File: src/rtl/fu_branchpred_ctrl_if.sv
// Port bundle for fu_branchpred_ctrl: two branch-resolution requesters, flush control
// and the single BTB update port.
interface fu_branchpred_ctrl_if #(
    parameter int WORD_W = 32
);
    logic              req0_valid;
    logic              req0_ready;
    logic [WORD_W-1:0] req0_pc;
    logic [WORD_W-1:0] req0_target;
    logic              req0_taken;

    logic              req1_valid;
    logic              req1_ready;
    logic [WORD_W-1:0] req1_pc;
    logic [WORD_W-1:0] req1_target;
    logic              req1_taken;

    logic              flush_req;
    logic              flush_busy;
    logic              flush_done;
    logic              predict_enable;

    logic              btb_update;
    logic [WORD_W-1:0] btb_update_pc;
    logic [WORD_W-1:0] btb_branch_target;
    logic              btb_branch_outcome;

    modport master (
        output req0_valid, req0_pc, req0_target, req0_taken,
               req1_valid, req1_pc, req1_target, req1_taken,
               flush_req,
        input  req0_ready, req1_ready,
               flush_busy, flush_done, predict_enable,
               btb_update, btb_update_pc, btb_branch_target, btb_branch_outcome
    );

    modport slave (
        input  req0_valid, req0_pc, req0_target, req0_taken,
               req1_valid, req1_pc, req1_target, req1_taken,
               flush_req,
        output req0_ready, req1_ready,
               flush_busy, flush_done, predict_enable,
               btb_update, btb_update_pc, btb_branch_target, btb_branch_outcome
    );
endinterface

File: src/rtl/fu_branchpred_ctrl.sv
// BTB update scheduler: two per-requester queues arbitrated round-robin onto the single
// BTB update port, plus a flush sequencer that walks and invalidates every BTB index.
module fu_branchpred_ctrl #(
    parameter int WORD_W     = 32,
    parameter int IDX_SIZE   = 8,
    parameter int FIFO_DEPTH = 4
) (
    input  logic                CLK,
    input  logic                nRST,
    fu_branchpred_ctrl_if.slave bp
);
    localparam int PTR_W = $clog2(FIFO_DEPTH);
    localparam logic [PTR_W:0]      PTR_ONE  = 1;
    localparam logic [PTR_W:0]      PTR_WRAP = {1'b1, {PTR_W{1'b0}}};
    localparam logic [IDX_SIZE-1:0] IDX_ONE  = 1;
    localparam logic [IDX_SIZE-1:0] IDX_LAST = '1;

    typedef enum logic [1:0] {ST_RUN, ST_FLUSH, ST_DONE} state_t;

    typedef struct packed {
        logic [WORD_W-1:0] pc;
        logic [WORD_W-1:0] target;
        logic              taken;
    } entry_t;

    state_t              r_state;
    logic [IDX_SIZE-1:0] r_idx;
    logic                r_rr;
    logic [PTR_W:0]      r_wr_ptr [2];
    logic [PTR_W:0]      r_rd_ptr [2];
    entry_t              r_mem    [2][FIFO_DEPTH];

    logic                r_btb_update;
    logic [WORD_W-1:0]   r_btb_update_pc;
    logic [WORD_W-1:0]   r_btb_branch_target;
    logic                r_btb_branch_outcome;
    logic                r_flush_busy;
    logic                r_flush_done;
    logic                r_predict_enable;

    entry_t              w_req [2];
    logic [1:0]          w_nonempty;
    logic [1:0]          w_full;
    logic [1:0]          w_ready;
    logic [1:0]          w_push;
    logic                w_pop;
    logic                w_grant;
    entry_t              w_head;
    logic [IDX_SIZE-1:0] w_idx_next;

    assign w_req[0]   = {bp.req0_pc, bp.req0_target, bp.req0_taken};
    assign w_req[1]   = {bp.req1_pc, bp.req1_target, bp.req1_taken};
    assign w_idx_next = r_idx + IDX_ONE;

    // NOTE: every signal below is assigned on every path through the block, so no latch is inferred.
    always_comb begin
        for (int n = 0; n < 2; n++) begin
            w_nonempty[n] = (r_wr_ptr[n] != r_rd_ptr[n]);
            w_full[n]     = (r_wr_ptr[n] == (r_rd_ptr[n] ^ PTR_WRAP));
            w_ready[n]    = !w_full[n] && (r_state == ST_RUN) && !bp.flush_req;
        end
        w_push[0] = bp.req0_valid && w_ready[0];
        w_push[1] = bp.req1_valid && w_ready[1];
        w_pop     = |w_nonempty;
        // Both pending: the pointer decides; otherwise the only non-empty queue wins.
        w_grant   = (&w_nonempty) ? r_rr : w_nonempty[1];
        w_head    = r_mem[w_grant][r_rd_ptr[w_grant][PTR_W-1:0]];
    end

    // NOTE: queue storage is deliberately not reset; the pointers alone define which entries are live.
    always_ff @(posedge CLK) begin
        if (w_push[0]) r_mem[0][r_wr_ptr[0][PTR_W-1:0]] <= w_req[0];
        if (w_push[1]) r_mem[1][r_wr_ptr[1][PTR_W-1:0]] <= w_req[1];
    end

    // NOTE: non-blocking assignments throughout, so every register samples pre-edge values.
    always_ff @(posedge CLK or negedge nRST) begin
        if (!nRST) begin
            r_state              <= ST_RUN;
            r_idx                <= '0;
            r_rr                 <= 1'b0;
            r_btb_update         <= 1'b0;
            r_btb_update_pc      <= '0;
            r_btb_branch_target  <= '0;
            r_btb_branch_outcome <= 1'b0;
            r_flush_busy         <= 1'b0;
            r_flush_done         <= 1'b0;
            r_predict_enable     <= 1'b1;
            for (int n = 0; n < 2; n++) begin
                r_wr_ptr[n] <= '0;
                r_rd_ptr[n] <= '0;
            end
        end else begin
            r_btb_update <= 1'b0;
            r_flush_done <= 1'b0;
            case (r_state)
                ST_RUN: begin
                    if (bp.flush_req) begin
                        // Drop everything queued and start the walk with index 0 next cycle.
                        for (int n = 0; n < 2; n++) r_rd_ptr[n] <= r_wr_ptr[n];
                        r_state              <= ST_FLUSH;
                        r_idx                <= '0;
                        r_btb_update         <= 1'b1;
                        r_btb_update_pc      <= '0;
                        r_btb_branch_target  <= '0;
                        r_btb_branch_outcome <= 1'b0;
                        r_flush_busy         <= 1'b1;
                        r_predict_enable     <= 1'b0;
                    end else begin
                        for (int n = 0; n < 2; n++) begin
                            if (w_push[n]) r_wr_ptr[n] <= r_wr_ptr[n] + PTR_ONE;
                        end
                        if (w_pop) begin
                            r_rd_ptr[w_grant]    <= r_rd_ptr[w_grant] + PTR_ONE;
                            r_rr                 <= ~w_grant;
                            r_btb_update         <= 1'b1;
                            r_btb_update_pc      <= w_head.pc;
                            r_btb_branch_target  <= w_head.target;
                            r_btb_branch_outcome <= w_head.taken;
                        end
                    end
                end
                ST_FLUSH: begin
                    if (r_idx == IDX_LAST) begin
                        r_state      <= ST_DONE;
                        r_flush_busy <= 1'b0;
                        r_flush_done <= 1'b1;
                    end else begin
                        r_idx                <= w_idx_next;
                        r_btb_update         <= 1'b1;
                        r_btb_update_pc      <= WORD_W'({w_idx_next, 2'b00});
                        r_btb_branch_target  <= '0;
                        r_btb_branch_outcome <= 1'b0;
                    end
                end
                ST_DONE: begin
                    r_state          <= ST_RUN;
                    r_predict_enable <= 1'b1;
                end
                default: r_state <= ST_RUN;
            endcase
        end
    end

    assign bp.req0_ready         = w_ready[0];
    assign bp.req1_ready         = w_ready[1];
    assign bp.flush_busy         = r_flush_busy;
    assign bp.flush_done         = r_flush_done;
    assign bp.predict_enable     = r_predict_enable;
    assign bp.btb_update         = r_btb_update;
    assign bp.btb_update_pc      = r_btb_update_pc;
    assign bp.btb_branch_target  = r_btb_branch_target;
    assign bp.btb_branch_outcome = r_btb_branch_outcome;
endmodule

File: src/flat_wrapper.sv
// flat-port wrapper written by rule: the top's interface ports become plain ports
module fu_branchpred_ctrl_flat 
#(
    parameter int WORD_W     = 32,
    parameter int IDX_SIZE   = 8,
    parameter int FIFO_DEPTH = 4
)
  (CLK, nRST, bp_req0_valid, bp_req0_pc, bp_req0_target, bp_req0_taken, bp_req1_valid, bp_req1_pc, bp_req1_target, bp_req1_taken, bp_flush_req, bp_req0_ready, bp_req1_ready, bp_flush_busy, bp_flush_done, bp_predict_enable, bp_btb_update, bp_btb_update_pc, bp_btb_branch_target, bp_btb_branch_outcome);
  fu_branchpred_ctrl_if #(.WORD_W(WORD_W)) bp_i ();
  input  logic CLK;
  input  logic nRST;
  input wire logic [$bits(bp_i.req0_valid)-1:0] bp_req0_valid;
  input wire logic [$bits(bp_i.req0_pc)-1:0] bp_req0_pc;
  input wire logic [$bits(bp_i.req0_target)-1:0] bp_req0_target;
  input wire logic [$bits(bp_i.req0_taken)-1:0] bp_req0_taken;
  input wire logic [$bits(bp_i.req1_valid)-1:0] bp_req1_valid;
  input wire logic [$bits(bp_i.req1_pc)-1:0] bp_req1_pc;
  input wire logic [$bits(bp_i.req1_target)-1:0] bp_req1_target;
  input wire logic [$bits(bp_i.req1_taken)-1:0] bp_req1_taken;
  input wire logic [$bits(bp_i.flush_req)-1:0] bp_flush_req;
  output wire logic [$bits(bp_i.req0_ready)-1:0] bp_req0_ready;
  output wire logic [$bits(bp_i.req1_ready)-1:0] bp_req1_ready;
  output wire logic [$bits(bp_i.flush_busy)-1:0] bp_flush_busy;
  output wire logic [$bits(bp_i.flush_done)-1:0] bp_flush_done;
  output wire logic [$bits(bp_i.predict_enable)-1:0] bp_predict_enable;
  output wire logic [$bits(bp_i.btb_update)-1:0] bp_btb_update;
  output wire logic [$bits(bp_i.btb_update_pc)-1:0] bp_btb_update_pc;
  output wire logic [$bits(bp_i.btb_branch_target)-1:0] bp_btb_branch_target;
  output wire logic [$bits(bp_i.btb_branch_outcome)-1:0] bp_btb_branch_outcome;
  assign bp_i.req0_valid = bp_req0_valid;
  assign bp_i.req0_pc = bp_req0_pc;
  assign bp_i.req0_target = bp_req0_target;
  assign bp_i.req0_taken = bp_req0_taken;
  assign bp_i.req1_valid = bp_req1_valid;
  assign bp_i.req1_pc = bp_req1_pc;
  assign bp_i.req1_target = bp_req1_target;
  assign bp_i.req1_taken = bp_req1_taken;
  assign bp_i.flush_req = bp_flush_req;
  assign bp_req0_ready = bp_i.req0_ready;
  assign bp_req1_ready = bp_i.req1_ready;
  assign bp_flush_busy = bp_i.flush_busy;
  assign bp_flush_done = bp_i.flush_done;
  assign bp_predict_enable = bp_i.predict_enable;
  assign bp_btb_update = bp_i.btb_update;
  assign bp_btb_update_pc = bp_i.btb_update_pc;
  assign bp_btb_branch_target = bp_i.btb_branch_target;
  assign bp_btb_branch_outcome = bp_i.btb_branch_outcome;
  fu_branchpred_ctrl #(.WORD_W(WORD_W), .IDX_SIZE(IDX_SIZE), .FIFO_DEPTH(FIFO_DEPTH)) u_core (.CLK(CLK), .nRST(nRST), .bp(bp_i));
endmodule
File: config.mk
export PLATFORM = sky130hd
export DESIGN_NAME = fu_branchpred_ctrl_flat
export DESIGN_NICKNAME = d
export VERILOG_FILES = /design/src/rtl/fu_branchpred_ctrl_if.sv /design/src/rtl/fu_branchpred_ctrl.sv /design/src/flat_wrapper.sv
export SDC_FILE = /design/constraint.sdc
export NUM_CORES = 1
export LEC_CHECK = 0
export BUFFER_PORTS_ARGS = -buffer_cell sky130_fd_sc_hd__buf_2
export CORE_MARGIN = 3
export CORE_UTILIZATION = 59
export DETAILED_ROUTE_END_ITERATION = 8
export PLACE_DENSITY_LB_ADDON = 0.12
export SLEW_MARGIN = 10
export SYNTH_ARGS = -nofsm -noshare
export SYNTH_HDL_FRONTEND = slang
export SYNTH_SLANG_ARGS = --single-unit
File: constraint.sdc
create_clock -name CLK -period 4.5 [get_ports CLK]
set_input_delay 0.45 -clock CLK [delete_from_list [all_inputs] [get_ports CLK]]
set_output_delay 0.45 -clock CLK [all_outputs]
set_load 0.01 [all_outputs]
# Yosys cells after proc, flatten, opt, wreduce, memory -nomap -nowiden
# Memory sizes are Yosys's and may differ from the RTL's.
# Index checks and enable logic that the tools add are counted.
# totals
output_inout_bits	71
regBits	92
ram_bits	520
inputBits	135
mem_count	1
# op_classes
bitwise_logic	8
n_reduce_logical	27
mux	49
add_sub_neg	4
n_lt_le_gt_ge	7
n_eq_ne	11
# memory_table
memory	words	width	read_ports	rd_ports_with_merged_regs	write_ports	line_no	rtl
u_core.r_mem	2	260	1	0	2	fu_branchpred_ctrl.sv:31	entry_t r_mem [2][FIFO_DEPTH];
# op_table
cell	count
2-to-1 mux 260 bit	2
demux 65 bit (select 2 bit)	2
2-to-1 mux 65 bit	4
2-to-1 mux 32 bit	6
binary-select mux 65 bit (select 2 bit)	1
one-hot mux 32 bit (2 select lines)	2
AND reduction 3 bit	6
2-to-1 mux 8 bit	2
one-hot mux 8 bit (2 select lines)	1
2-to-1 mux 1 bit	14
2-to-1 mux 3 bit	4
2-to-1 mux 6 bit	2
adder 3 x 1 -> 3 bit (second input constant)	3
>= comparator 3 bit (second input constant)	3
logical AND 1 bit	9
NOT 2 -> 3 bit	3
adder 8 x 1 -> 8 bit (second input constant)	1
== test 8 bit (second input constant)	1
one-hot mux 1 bit (2 select lines)	4
AND reduction 2 bit	4
bitwise mux 6 bit	1
== test 3 bit	2
< comparator 3 x 1 -> 1 bit (second input constant)	2
inequality test 3 bit	2
other kinds (16)	25

# Logic depth before layout (Yosys ltp)
# Gate-level depths: netlist of run 1.
# logic_depth
depth_word	14
depth_mapped	13
mapped_depth_nobuf	9

# Worst setup path before layout of run 1
# No wires, ideal clock.
# synth_path
path_type	register to register
start	reg u_core.r_state[0]
end	mem u_core.r_mem[0][0] (netlist bit), enable pin
path_stages_with_launch	7
setup_slack_ns	0.817
required_time_ns	4.068
arrival_time_ns	3.251
cell_sequence	dfrtp_1 > clkbuf_1 > or3_1 > clkbuf_1 > clkbuf_1 > a31oi_1 > and3_1
# synth_lines
element	line_no	rtl
start: declaration	fu_branchpred_ctrl.sv:26	state_t r_state;
start signal: assignment	fu_branchpred_ctrl.sv:79	r_state <= ST_RUN;
start signal: assignment	fu_branchpred_ctrl.sv:101	r_state <= ST_FLUSH;
start signal: assignment	fu_branchpred_ctrl.sv:125	r_state <= ST_DONE;
end: declaration	fu_branchpred_ctrl.sv:31	

# Final worst setup path of run 1
# layout_path
start	reg u_core.r_rd_ptr[3] (netlist bit)
end	reg u_core.r_btb_branch_target[12], in the netlist u_core.bp.btb_branch_target[12]
# layout_via
elab_chain_len	14
# layout_rtl
element	line_no	rtl
start: declaration	fu_branchpred_ctrl.sv:30	logic [PTR_W:0] r_rd_ptr [2];
start signal: indexed assignment	fu_branchpred_ctrl.sv:114	r_rd_ptr[w_grant] <= r_rd_ptr[w_grant] + PTR_ONE;
inequality test 3 bit	fu_branchpred_ctrl.sv:58	w_nonempty[n] = (r_wr_ptr[n] != r_rd_ptr[n]);
AND reduction 2 bit	fu_branchpred_ctrl.sv:66	w_grant = (&w_nonempty) ? r_rr : w_nonempty[1];
2-to-1 mux 1 bit	fu_branchpred_ctrl.sv:66	
NOT 1 -> 2 bit (not written as such)	fu_branchpred_ctrl.sv:67	w_head = r_mem[w_grant][r_rd_ptr[w_grant][PTR_W-1:0]];
2-to-1 mux 3 bit (3 in series)	--	
NOT 2 -> 3 bit (not written as such)	fu_branchpred_ctrl.sv:67	
binary-select mux 65 bit (select 2 bit)	fu_branchpred_ctrl.sv:67	
2-to-1 mux 65 bit (not written as such) (2 in series)	fu_branchpred_ctrl.sv:67	
2-to-1 mux 32 bit	fu_branchpred_ctrl.sv:113	if (w_pop) begin
2-to-1 mux 32 bit	fu_branchpred_ctrl.sv:98	if (bp.flush_req) begin
one-hot mux 32 bit (2 select lines)	fu_branchpred_ctrl.sv:96	case (r_state)
end signal: assignment	fu_branchpred_ctrl.sv:118	r_btb_branch_target <= w_head.target;
end: declaration	fu_branchpred_ctrl.sv:35	logic [WORD_W-1:0] r_btb_branch_target;
# Several ways; a longest one is shown, not always the timed one. The select of a mux whose other input is x is not followed.
# A chain may end at the register's enable or synchronous reset.

==> results.md, run 1 <==
* CTS root buf: clkbuf_16
* Port bufs at 205
* Mapped Area at 24300 um^2
* WL/cell at 26.1 um
* Skew final at 21.9 ps
* Routed Wire Length at 56.9 mm
* PwrDens at 473 nW/um^2
* Setup Buffers After CTS at 0
* Synth Flop Type: edfxtp_1
* Leakage power at 11.0 nW
* Fill count at roughly 2700
* Synth Warn # at 0
* Final setup viols at 0
* Worst hold slack at 37.7 ps
* Iter 0 DRT Violations at about 1200
* Synth top area cells: edfxtp_1, mux2i_1, dfrtp_1, a221o_1, a2111oi_0
* Core Box Area at 40300 um^2
* Num rows at 73
* Worst path required time at 5030 ps
* Final layout net count at about 1700
* Tcrit/Tclk final at 0.776
* Register clock-pin slew on the reported worst setup and hold paths at 60 ps
* Seq/Total Area, Yosys at 0.736
* CTS sink cnt at between 600 and 700
* Synth unique cells at 58
* Status: finished clean
* Max-slew violations at 0
* Die W at 209 um
* CP endpoint kind: register
* Antenna-violating nets left at 0
* Crit start category: register
* Final Cell Area at 27900 um^2
* CTS tree: yes
* Final Hold Viols at 0
* Syn_nets at 1540
* Flops & latches, synth at 612
* First-pass GRT wire length at 85.6 mm
* Post-synth EDFFs at 520
* Critical path arrival at between 4000 and 5000 ps
* Vias in the first global route at 14200
* Hpwl dp at ~32 mm
* GRT Resource Usage Total at 0.257
* Top cell type's share of synthesized area at 0.642
* Critical-path maximum fanout at between 70 and 80
* Initial Util at 0.604
* Initial antenna violation count at 12
* Die area at 43700 um^2
* Slew headroom at 0.243
* Post-CTS Resized at 0
* TNS Setup at 0 ps
* DR vias/cell at around 6.4
* Die Ht at 209 um
* Max frequency at 0.286 GHz
* Clock Latency Late Sink at 620 ps
* Pin count of the biggest net entering global routing at 123
* H-tree depth at 2
* Routability Congestion at 0.827
* DR DRC count at 0
* Area leader, netlist: edfxtp_1
* RSZ-0062 raised after global routing: false
* Via count at 13900
* Area Overhead vs Synth at 14.7%
* 1st-pass router iterations at 5
* Placed Area at 25900 um^2
* Post-Syn Instances at 1395
* TritonCTS buffer count at 61
* Max cap viols at 0
* Fraction of layout cells with a size suffix above 1 at 0.223
* Worst-case clock buffer depth at 3
* Post-cts hold buffer count at 1
* GRT overflow at 0
* Syn avg cell area at 17.4 um^2
* Final min period at 3490 ps
* Io pins at ~210
* Worst slew pin tran at ~1100 ps
* Total Power at 13.2 mW
* Crit path kind: register to register
* Worst VDD drop at 0.360 mV
* Tightest Hold Check Type: input port to register
* Asr flop ratio synth at 0.150
-- power breakdown --
part	leakage [nW]	internal (mW)	total, mW	switching (mW)
clock network	0.999	3.00	5.09	2.10
registers	5.88	6.23	6.34	0.116
logic	4.10	0.636	1.78	1.14
-- flip-flops by register name, indices dropped and copies added (netlist names) --
| register | count |
|---|---|
| u_core.r_mem | 520 |
| u_core.bp.btb_branch_target | 32 |
| u_core.bp.btb_update_pc | 32 |
| u_core.r_idx | 8 |
| u_core.r_rd_ptr | 6 |
| u_core.r_wr_ptr | 6 |
| u_core.r_state | 2 |
| u_core.bp.btb_branch_outcome | 1 |
| u_core.bp.btb_update | 1 |
| u_core.bp.flush_busy | 1 |
| u_core.bp.flush_done | 1 |
| u_core.bp.predict_enable | 1 |
| u_core.r_rr | 1 |
-- cells in the mapped netlist (all sizes together) (29+ instances only) --
library cell    n
edfxtp        520
mux2i         247
dfrtp          91
a2111oi        58
nor2b          58
a221o          57
a221oi         56
buf            49
clkbuf         49
o21ai          29
-- cell families after synthesis --
kind of cell / Yosys count / share of synthesized area
multiplexers: 259 / 0.109
XOR/XNOR: 15 / 0.00694
flip-flops: 612 / 0.736
buffers and inverters: 110 / 0.0228
AO/OA/AOI/OAI: 257 / 0.0884
adder cells (fa/ha/maj): 10 / 0.00514
AND/OR/NAND/NOR: 132 / 0.0315
-- stage by stage --
stage	std cells	util	setup slack, ps
6_report	2178	0.693	1010
3_3_place_gp	2058	0.642	1170
2_1_floorplan	1395	-	817
3_5_place_dp	2058	0.642	1110
4_1_cts	2174	0.693	1090
5_1_grt	2178	0.693	840
-- path summary, 6_finish.rpt --
check | from | to | slack (ps) | depth (start not counted)
min in group asynchronous | nRST | u_core.r_idx[3] | 500 | 2
setup reg to reg | u_core.r_rd_ptr[3] | u_core.bp.btb_branch_target[12] | 1010 | 5
hold / removal | bp_req1_target[24] | u_core.r_mem[1][155] | 40 | 1
max in group asynchronous | nRST | u_core.bp.btb_branch_target[29] | 2880 | 3
hold reg to reg | u_core.bp.predict_enable | u_core.bp.predict_enable | 510 | 2
setup / recovery | u_core.r_rd_ptr[3] | u_core.bp.btb_branch_target[12] | 1010 | 5
-- worst max-delay path: stages, from the launching register on --
cell,delay (ps)
dfrtp_4,760
buf_4,720
buf_4,830
a221oi_1,210
a2111oi_0,480
a221o_1,210
-- layer usage --
layer	track usage	wire, um
met5	0	100
met4	0.0797	1250
met3	0.0497	4180
met2	0.418	27500
met1	0.358	23900
-- placed cells by master, fill, tap and decap left out, drive strengths merged, types with 4 or more instances in the layout --
| cell type | netlist | layout |
|---|---|---|
| bufinv | 0 | 7 |
| a21o | 5 | 5 |
| ha | 10 | 10 |
| a31oi | 12 | 12 |
| clkinv | 0 | 26 |
| mux2i | 247 | 247 |
| dfrtp | 91 | 91 |
| nand4 | 8 | 8 |
| clkbuf | 49 | 81 |
| buf | 49 | 236 |
| mux4 | 4 | 4 |
| nor2b | 58 | 58 |
| xor2 | 8 | 8 |
| a221oi | 56 | 56 |
| o21ai | 29 | 29 |
| nand3 | 12 | 12 |
| nor3 | 8 | 8 |
| a221o | 57 | 57 |
| edfxtp | 520 | 520 |
| o211ai | 7 | 7 |
| a2111oi | 58 | 58 |
| and3 | 9 | 9 |
| mux2 | 8 | 8 |
| or3 | 6 | 6 |
| xnor2 | 7 | 7 |
| nor2 | 12 | 12 |
| nand2 | 12 | 12 |
| a21oi | 11 | 11 |
| inv | 12 | 13 |
| and2 | 5 | 5 |
| a22oi | 4 | 4 |
| diode | 0 | 4 |
-- cell type report --
type                            count  area (um^2)  share of cell area
Clock buffer                       81         1660              0.0595
Tap cell                          525          657              0.0235
Antenna cell                        4         10.0            0.000358
Clock inverter                     34          368              0.0132
Sequential cell                   612        17900               0.642
Timing Repair Buffer              237         1320              0.0473
Inverter                           12         45.0             0.00161
Multi-Input combinational cell    673         5930               0.213
Note: power is estimated with default switching activity, not from simulation.
==> run 2, diff against run 1 <==
--- a/config.mk
+++ b/config.mk
@@ -5,9 +5,10 @@
 export SDC_FILE = /design/constraint.sdc
 export NUM_CORES = 1
 export LEC_CHECK = 0
+export ABC_AREA = 1
 export BUFFER_PORTS_ARGS = -buffer_cell sky130_fd_sc_hd__buf_2
 export CORE_MARGIN = 3
-export CORE_UTILIZATION = 59
+export CORE_UTILIZATION = 54
 export DETAILED_ROUTE_END_ITERATION = 8
 export PLACE_DENSITY_LB_ADDON = 0.12
 export SLEW_MARGIN = 10
==> constraint.sdc (replaced) <==
create_clock -name CLK -period 2.95 [get_ports CLK]
set_input_delay 0.295 -clock CLK [delete_from_list [all_inputs] [get_ports CLK]]
set_output_delay 0.295 -clock CLK [all_outputs]
set_load 0.01 [all_outputs]
==> run 2 against run 1 <==
Total power increased by 120%. Sequential power increased by 59%. Clock skew increased by 2.8 ps. Largest power group is now combinational cells. Clock power increased by 53%. Largest cell class unchanged. Fmax increased by 38%. Critical endpoint is now u_core.bp.btb_update_pc[18]. Highest routed layer unchanged.
==> results.md, run 2 <==
* Worst Hold End: u_core.r_rd_ptr[5]
* Commonest cells in the netlist: nand2_1, edfxtp_1, inv_1, o21ai_0, o211ai_1
* Port bufs at 205 (unchanged)
* Area Overhead vs Synth at 20.6%
* Met2 usage at 0.403 (-0.0141)
* Final min period at 2530 ps (-957 ps)
* Syn avg cell area at 11.9 um^2 (-32%)
* WHS Path Cells at 4 (+3)
* Slew headroom at 0.513 (+0.270)
* DR DRC count at 0 (unchanged)
* Max-slew violations at 0 (unchanged)
* Post-Syn Instances at 2125 (+52%)
* Critical path arrival at 3110 ps (-920 ps)
* Crit path kind: register to register
* Die area at 49400 um^2 (+13%)
* TNS Setup at 0 ps (unchanged)
* Worst hold slack at 106 ps (+68.3 ps)
* Status: finished clean
* Hpwl dp at 34.4 mm (+7.3%)
* Most numerous cell in the Yosys netlist: nand2_1
* Fraction of layout cells with a size suffix above 1 at 0.168 (-0.0546)
* Post-synth EDFFs at 520 (unchanged)
* Top cell type's share of synthesized area at 0.618 (-0.0235)
* Final setup viols at 0 (unchanged)
* Total Power at 29.2 mW (+120%)
* Min-delay src: bp_flush_req
* Final layout net count at 2593 (+49%)
* Synth Warn # at 0 (unchanged)
* Max cap viols at 0 (unchanged)
* Commonest non-fill, non-tap cell in the layout: nand2_1
* Synth top area cells: edfxtp_1, nand2_1, dfrtp_1, o211ai_1, inv_1
* Leakage power at 12.5 nW (+14%)
* PwrDens at 959 nW/um^2 (+100%)
* H-tree depth at 2 (unchanged)
* Post-Place Cells at 2855 (+39%)
* Post-CTS Resized at 0 (unchanged)
* Flop2flop setup slack at 420 ps (-590 ps)
* Die W at 222 um (+6.3%)
* Area leader, netlist: edfxtp_1
* Final Cell Area at 30500 um^2 (+9.1%)
* Worst path required time at 3530 ps (-1500 ps)
* CP endpoint kind: register
* Iter 0 DRT Violations at 1375 (+14%)
* Die Ht at 222 um (+6.3%)
* CTS root buf: clkbuf_16
* CTS tree: yes
* Pin count of the biggest net entering global routing at 167 (+36%)
* Vias in the first global route at 16200 (+14%)
* TritonCTS buffer count at 60 (-1.6%)
* Max frequency at 0.395 GHz (+38%)
* Post-cts hold buffer count at 131 (+130)
* Syn_nets at 2270 (+47%)
* Tcrit/Tclk final at 0.859 (+0.0831)
* Worst reg2reg path endpoint: u_core.bp.btb_update_pc[18]
* CTS sink cnt at 612 (unchanged)
* Placed Area at 27100 um^2 (+4.9%)
* Via count at 16800 (+20%)
* Fin cells at 3102 (+42%)
* Commonest cells after routing, fill and taps aside: nand2_1, edfxtp_1, inv_1
* Initial antenna violation count at 6 (-6)
* Worst slew pin tran at 731 ps (-405 ps)
* RSZ-0062 raised after global routing: false
* GR peak layer: met2
* GR Util met1 at 0.344 (-0.0144)
* Largest register FFs at 520 (unchanged)
* Final Hold Viols at 0 (unchanged)
* Register clock-pin slew on the reported worst setup and hold paths at 60 ps (about the same)
* Antenna-violating nets left at 0 (unchanged)
* Initial Util at 0.552 (-0.0523)
* GRT Resource Usage Total at 0.245 (-0.0122)
* Seq/Total Area, Yosys at 0.709 (-0.0269)
* GRT overflow at 0 (unchanged)
* Critical-path maximum fanout at 92 (+28%)
* DR vias/cell at 5.41 (-16%)
* 1st-pass router iterations at 5 (unchanged)
* Routability Congestion at 0.805 (-2.6%)
* WL/cell at 19.6 um (-25%)
* Flops & latches, synth at 612 (unchanged)
* Num rows at 78 (+6.8%)
* Setup Buffers After CTS at 0 (unchanged)
* Grt met3 use at 0.0402 (-0.00953)
* DP Worst Slack at 412 ps (-701 ps)
* Tightest Hold Check Type: input port to register
* Final Util at 0.666 (-0.0274)
* Synth unique cells at 33 (-43%)
* First-pass GRT wire length at 93.8 mm (+9.6%)
* Worst reg2reg path startpoint: u_core.r_wr_ptr[0]
* Skew final at 24.7 ps (+2.82 ps)
* Mapped Area at 25300 um^2 (+3.8%)
* Crit start category: register
* Worst VDD drop at 1.05 mV (+190%)
* Depth of the worst register-to-register path at 10 (+5)
* Core Box Area at 45800 um^2 (+14%)
* Synth Flop Type: edfxtp_1
* Io pins at 206 (unchanged)
* Final setup margin at 416 ps (-593 ps)
* Routed Wire Length at 60.7 mm (+6.7%)
* Asr flop ratio synth at 0.150 (unchanged)
* Clock Latency Late Sink at 630 ps (about the same)
* Worst-case clock buffer depth at 3 (unchanged)
run 2: cells by family after synthesis:
| family | synth area share |
|---|---|
| compound gates | 0.0932 |
| flops | 0.709 |
| xor+xnor | 0.00277 |
| fa+ha+maj | 0.00495 |
| simple gates | 0.129 |
| buf+inv | 0.0609 |
run 2: area by class of cell:
cell class	count	area [um^2]
clock buffers	84	1670
repair buffers	378	2980
multi-input cells	1159	5900
diodes	2	5.00
clock inverters	30	357
flip-flops and latches	612	17900
inverters	237	890
fillers	3385	15300
well taps	600	751
run 2: how the worst max path moves through the flow:
stage | startpoint | cells after the start | endpoint | slack [ps]
after floorplan | u_core.r_state[0] | 7 | u_core.r_mem[1][100] | -290
after global placement | u_core.r_wr_ptr[0] | 11 | u_core.r_rd_ptr[1] | 470
after detailed placement | u_core.r_wr_ptr[0] | 10 | u_core.bp.btb_update_pc[21] | 410
after CTS | u_core.r_wr_ptr[0] | 10 | u_core.bp.btb_update_pc[21] | 420
after global routing | u_core.r_wr_ptr[1] | 10 | u_core.bp.btb_update_pc[12] | 120
final | u_core.r_wr_ptr[0] | 10 | u_core.bp.btb_update_pc[18] | 420
run 2: power breakdown:
part | total, mW | internal (mW) | switching [mW]
Sequential | 10.1 | 9.84 | 0.281
Clock | 7.81 | 4.58 | 3.22
Combinational | 11.3 | 3.70 | 7.59
run 2: metal layers:
layer / vias to the layer above / share of wire
met5: - / 0.00082
met4: 8 / 0.019
met3: 100 / 0.076
met2: 611 / 0.48
met1: 8106 / 0.42
li1: 7944 / -
run 2: worst max-delay path, cell delays in order, from the launching register on:
cell and delay [ps]:
dfrtp_1 430, xnor2_1 220, nand3_1 220, nand2_8 250, nand2_2 170, nand2_4 260
buf_12 390, o211ai_1 180, o211ai_1 130, nand3_1 90, nand2_1 60
==> run 3, diff against run 2 <==
--- a/config.mk
+++ b/config.mk
@@ -11,6 +11,7 @@
 export CORE_UTILIZATION = 54
 export DETAILED_ROUTE_END_ITERATION = 8
 export PLACE_DENSITY_LB_ADDON = 0.12
+export RECOVER_POWER = 50
 export SLEW_MARGIN = 10
 export SYNTH_ARGS = -nofsm -noshare
 export SYNTH_HDL_FRONTEND = slang
==> run 3 against run 2 <==
Register-to-register slack hardly changed. Cell area fell by 0.74%. Clock power about the same. Flip-flop and latch count did not move. First-iteration DRC count grew 3.3%. Setup slack lost 13 ps. Critical path type unchanged.
==> results.md, run 3 (synthesis results as in run 2) <==
* Crit path kind: register to register
* Initial antenna violation count at 6 (unchanged)
* Routed Wire Length at 60.9 mm (+0.35%)
* H-tree depth at 2 (unchanged)
* Grt met3 use at 0.0402 (unchanged)
* Io pins at 206 (unchanged)
* Die W at 222 um (unchanged)
* First-pass GRT wire length at 93.8 mm (unchanged)
* Pin count of the biggest net entering global routing at 167 (unchanged)
* Worst hold slack at 109 ps (+2.76 ps)
* Vias in the first global route at 16200 (unchanged)
* Worst slew pin tran at 1290 ps (+561 ps)
* Largest register FFs at 520 (unchanged)
* Num rows at 78 (unchanged)
* CTS root buf: clkbuf_16
* RSZ-0062 raised after global routing: false
* Fin cells at 3102 (unchanged)
* Leakage power at 12.0 nW (-4.0%)
* Final setup viols at 0 (unchanged)
* Crit-path cells: xnor2_1 > nand3_1 > nand2_8 > nand2_2 > nand2_4 > buf_12 > o211ai_1 > o211ai_1 > nand3_1 > nand2_1
* CP Buf/Inv Count at 1 (unchanged)
* Tcrit/Tclk final at 0.863 (+0.00441)
* Commonest non-fill, non-tap cell in the layout: nand2_1
* CTS sink cnt at 612 (unchanged)
* Final min period at 2550 ps (+13.0 ps)
* Register clock-pin slew on the reported worst setup and hold paths at 60 ps (about the same)
* WL/cell at 19.6 um (+0.35%)
* Via count at 16800 (+0.17%)
* Core Box Area at 45800 um^2 (unchanged)
* GRT overflow at 0 (unchanged)
* GR peak layer: met2
* 1st-pass router iterations at 5 (unchanged)
* Met2 usage at 0.403 (unchanged)
* Setup Buffers After CTS at 0 (unchanged)
* Max frequency at 0.393 GHz (-0.51%)
* Fraction of layout cells with a size suffix above 1 at 0.102 (-0.0664)
* Post-CTS Resized at 0 (unchanged)
* CP max stage delay at 430 ps (about the same)
* GRT Resource Usage Total at 0.245 (unchanged)
* GR Util met1 at 0.344 (unchanged)
* Slowest-stage cell, CP: dfrtp_1
* Die Ht at 222 um (unchanged)
* Port bufs at 205 (unchanged)
* Iter 0 DRT Violations at 1420 (+3.3%)
* TritonCTS buffer count at 60 (unchanged)
* Hpwl dp at 34.4 mm (unchanged)
* Commonest cells after routing, fill and taps aside: nand2_1, edfxtp_1, inv_1
* DR vias/cell at 5.41 (+0.17%)
* Final Hold Viols at 0 (unchanged)
* Critical-path maximum fanout at 92 (unchanged)
* Status: finished clean
* Worst path required time at 3520 ps (about the same)
* DR DRC count at 0 (unchanged)
* Final layout net count at 2593 (unchanged)
* Crit start category: register
* Slew headroom at 0.139 (-0.374)
* Tightest Hold Check Type: input port to register
* Max-slew violations at 0 (unchanged)
* Antenna-violating nets left at 0 (unchanged)
* Critical path's top delay family: simple AND/OR/NAND/NOR gates
* Worst-case clock buffer depth at 3 (unchanged)
* Clock Latency Late Sink at 630 ps (about the same)
* Critical path arrival at 3120 ps (about the same)
* CP endpoint kind: register
* Die area at 49400 um^2 (unchanged)
* Area Overhead vs Synth at 19.7%
* Skew final at 21.1 ps (-3.63 ps)
* Post-Place Cells at 2855 (unchanged)
* Initial Util at 0.552 (unchanged)
* Final Cell Area at 30300 um^2 (-0.74%)
* Placed Area at 27100 um^2 (unchanged)
* Worst VDD drop at 1.05 mV (-0.20%)
* CTS tree: yes
* Routability Congestion at 0.805 (unchanged)
* Max cap viols at 0 (unchanged)
* PwrDens at 965 nW/um^2 (+0.62%)
-- run 3: cell types whose count changed in the layout (fill, tap and decap cells not counted), sizes merged --
cell	previous run	this run
inv	238	237
buf	247	80
clkbuf	84	251
clkinv	21	22
-- run 3: final timing paths --
kind | cells after the start | end | slack [ps] | startpoint
worst max-delay path | 10 | u_core.bp.btb_update_pc[18] | 400 | u_core.r_wr_ptr[0]
worst min-delay path | 4 | u_core.r_rd_ptr[5] | 110 | bp_flush_req
worst max register to register | 10 | u_core.bp.btb_update_pc[18] | 400 | u_core.r_wr_ptr[0]
worst min register to register | 1 | u_core.bp.predict_enable | 450 | u_core.r_state[0]
max in group asynchronous | 3 | u_core.bp.btb_branch_target[28] | 680 | nRST
min in group asynchronous | 2 | u_core.r_idx[5] | 420 | nRST
-- run 3: through the flow --
stage / worst slack [ps] / power [mW] / utilization / TNS, ps
detailed placement: 412 / 21.4 / 0.593 / 0
global placement: 468 / 21.1 / 0.593 / 0
finish: 403 / 29.2 / 0.661 / 0
global route: 120 / 31.0 / 0.661 / 0
floorplan: -289 / 18.9 / - / -112520
CTS: 418 / 29.4 / 0.666 / 0
-- run 3: metal layers --
metal	part of all wire	routed length (um)	up-vias
met3	0.070	4280	95
li1	-	-	7950
met2	0.48	29500	590
met1	0.43	26000	8154
met5	0.00082	50	-
met4	0.018	1100	8
-- run 3: final cells by class --
| cell class | count | area (um^2) |
|---|---|---|
| clock buffer | 84 | 1670 |
| inverter | 237 | 890 |
| multi-input combinational | 1159 | 5900 |
| fill | 3472 | 15500 |
| clock inverter | 30 | 357 |
| tap | 600 | 751 |
| timing repair buffer | 378 | 2750 |
| antenna | 2 | 5.00 |
| sequential | 612 | 17900 |
-- run 3: where the power goes --
group	switching [mW]	internal (mW)	total (mW)
registers	0.287	9.84	10.1
clock network	3.23	4.58	7.82
logic	7.59	3.65	11.2
total	11.1	18.1	29.2
-- run 3: worst register-to-register path, delay by kind of cell, from the launching register on --
family                    cells  cell delay, ps
and+or+nand+nor               6            1040
DFF                           1             430
buffers and inverters         1             400
AOI/OAI and AO/OA             2             390
xor gates and xnor gates      1             220
-- run 3: timing repair --
item / in CTS / in global routing
setup endpoints to repair: 0 / 0
hold buffers: 131 / 0
hold endpoints to repair: 557 / 0
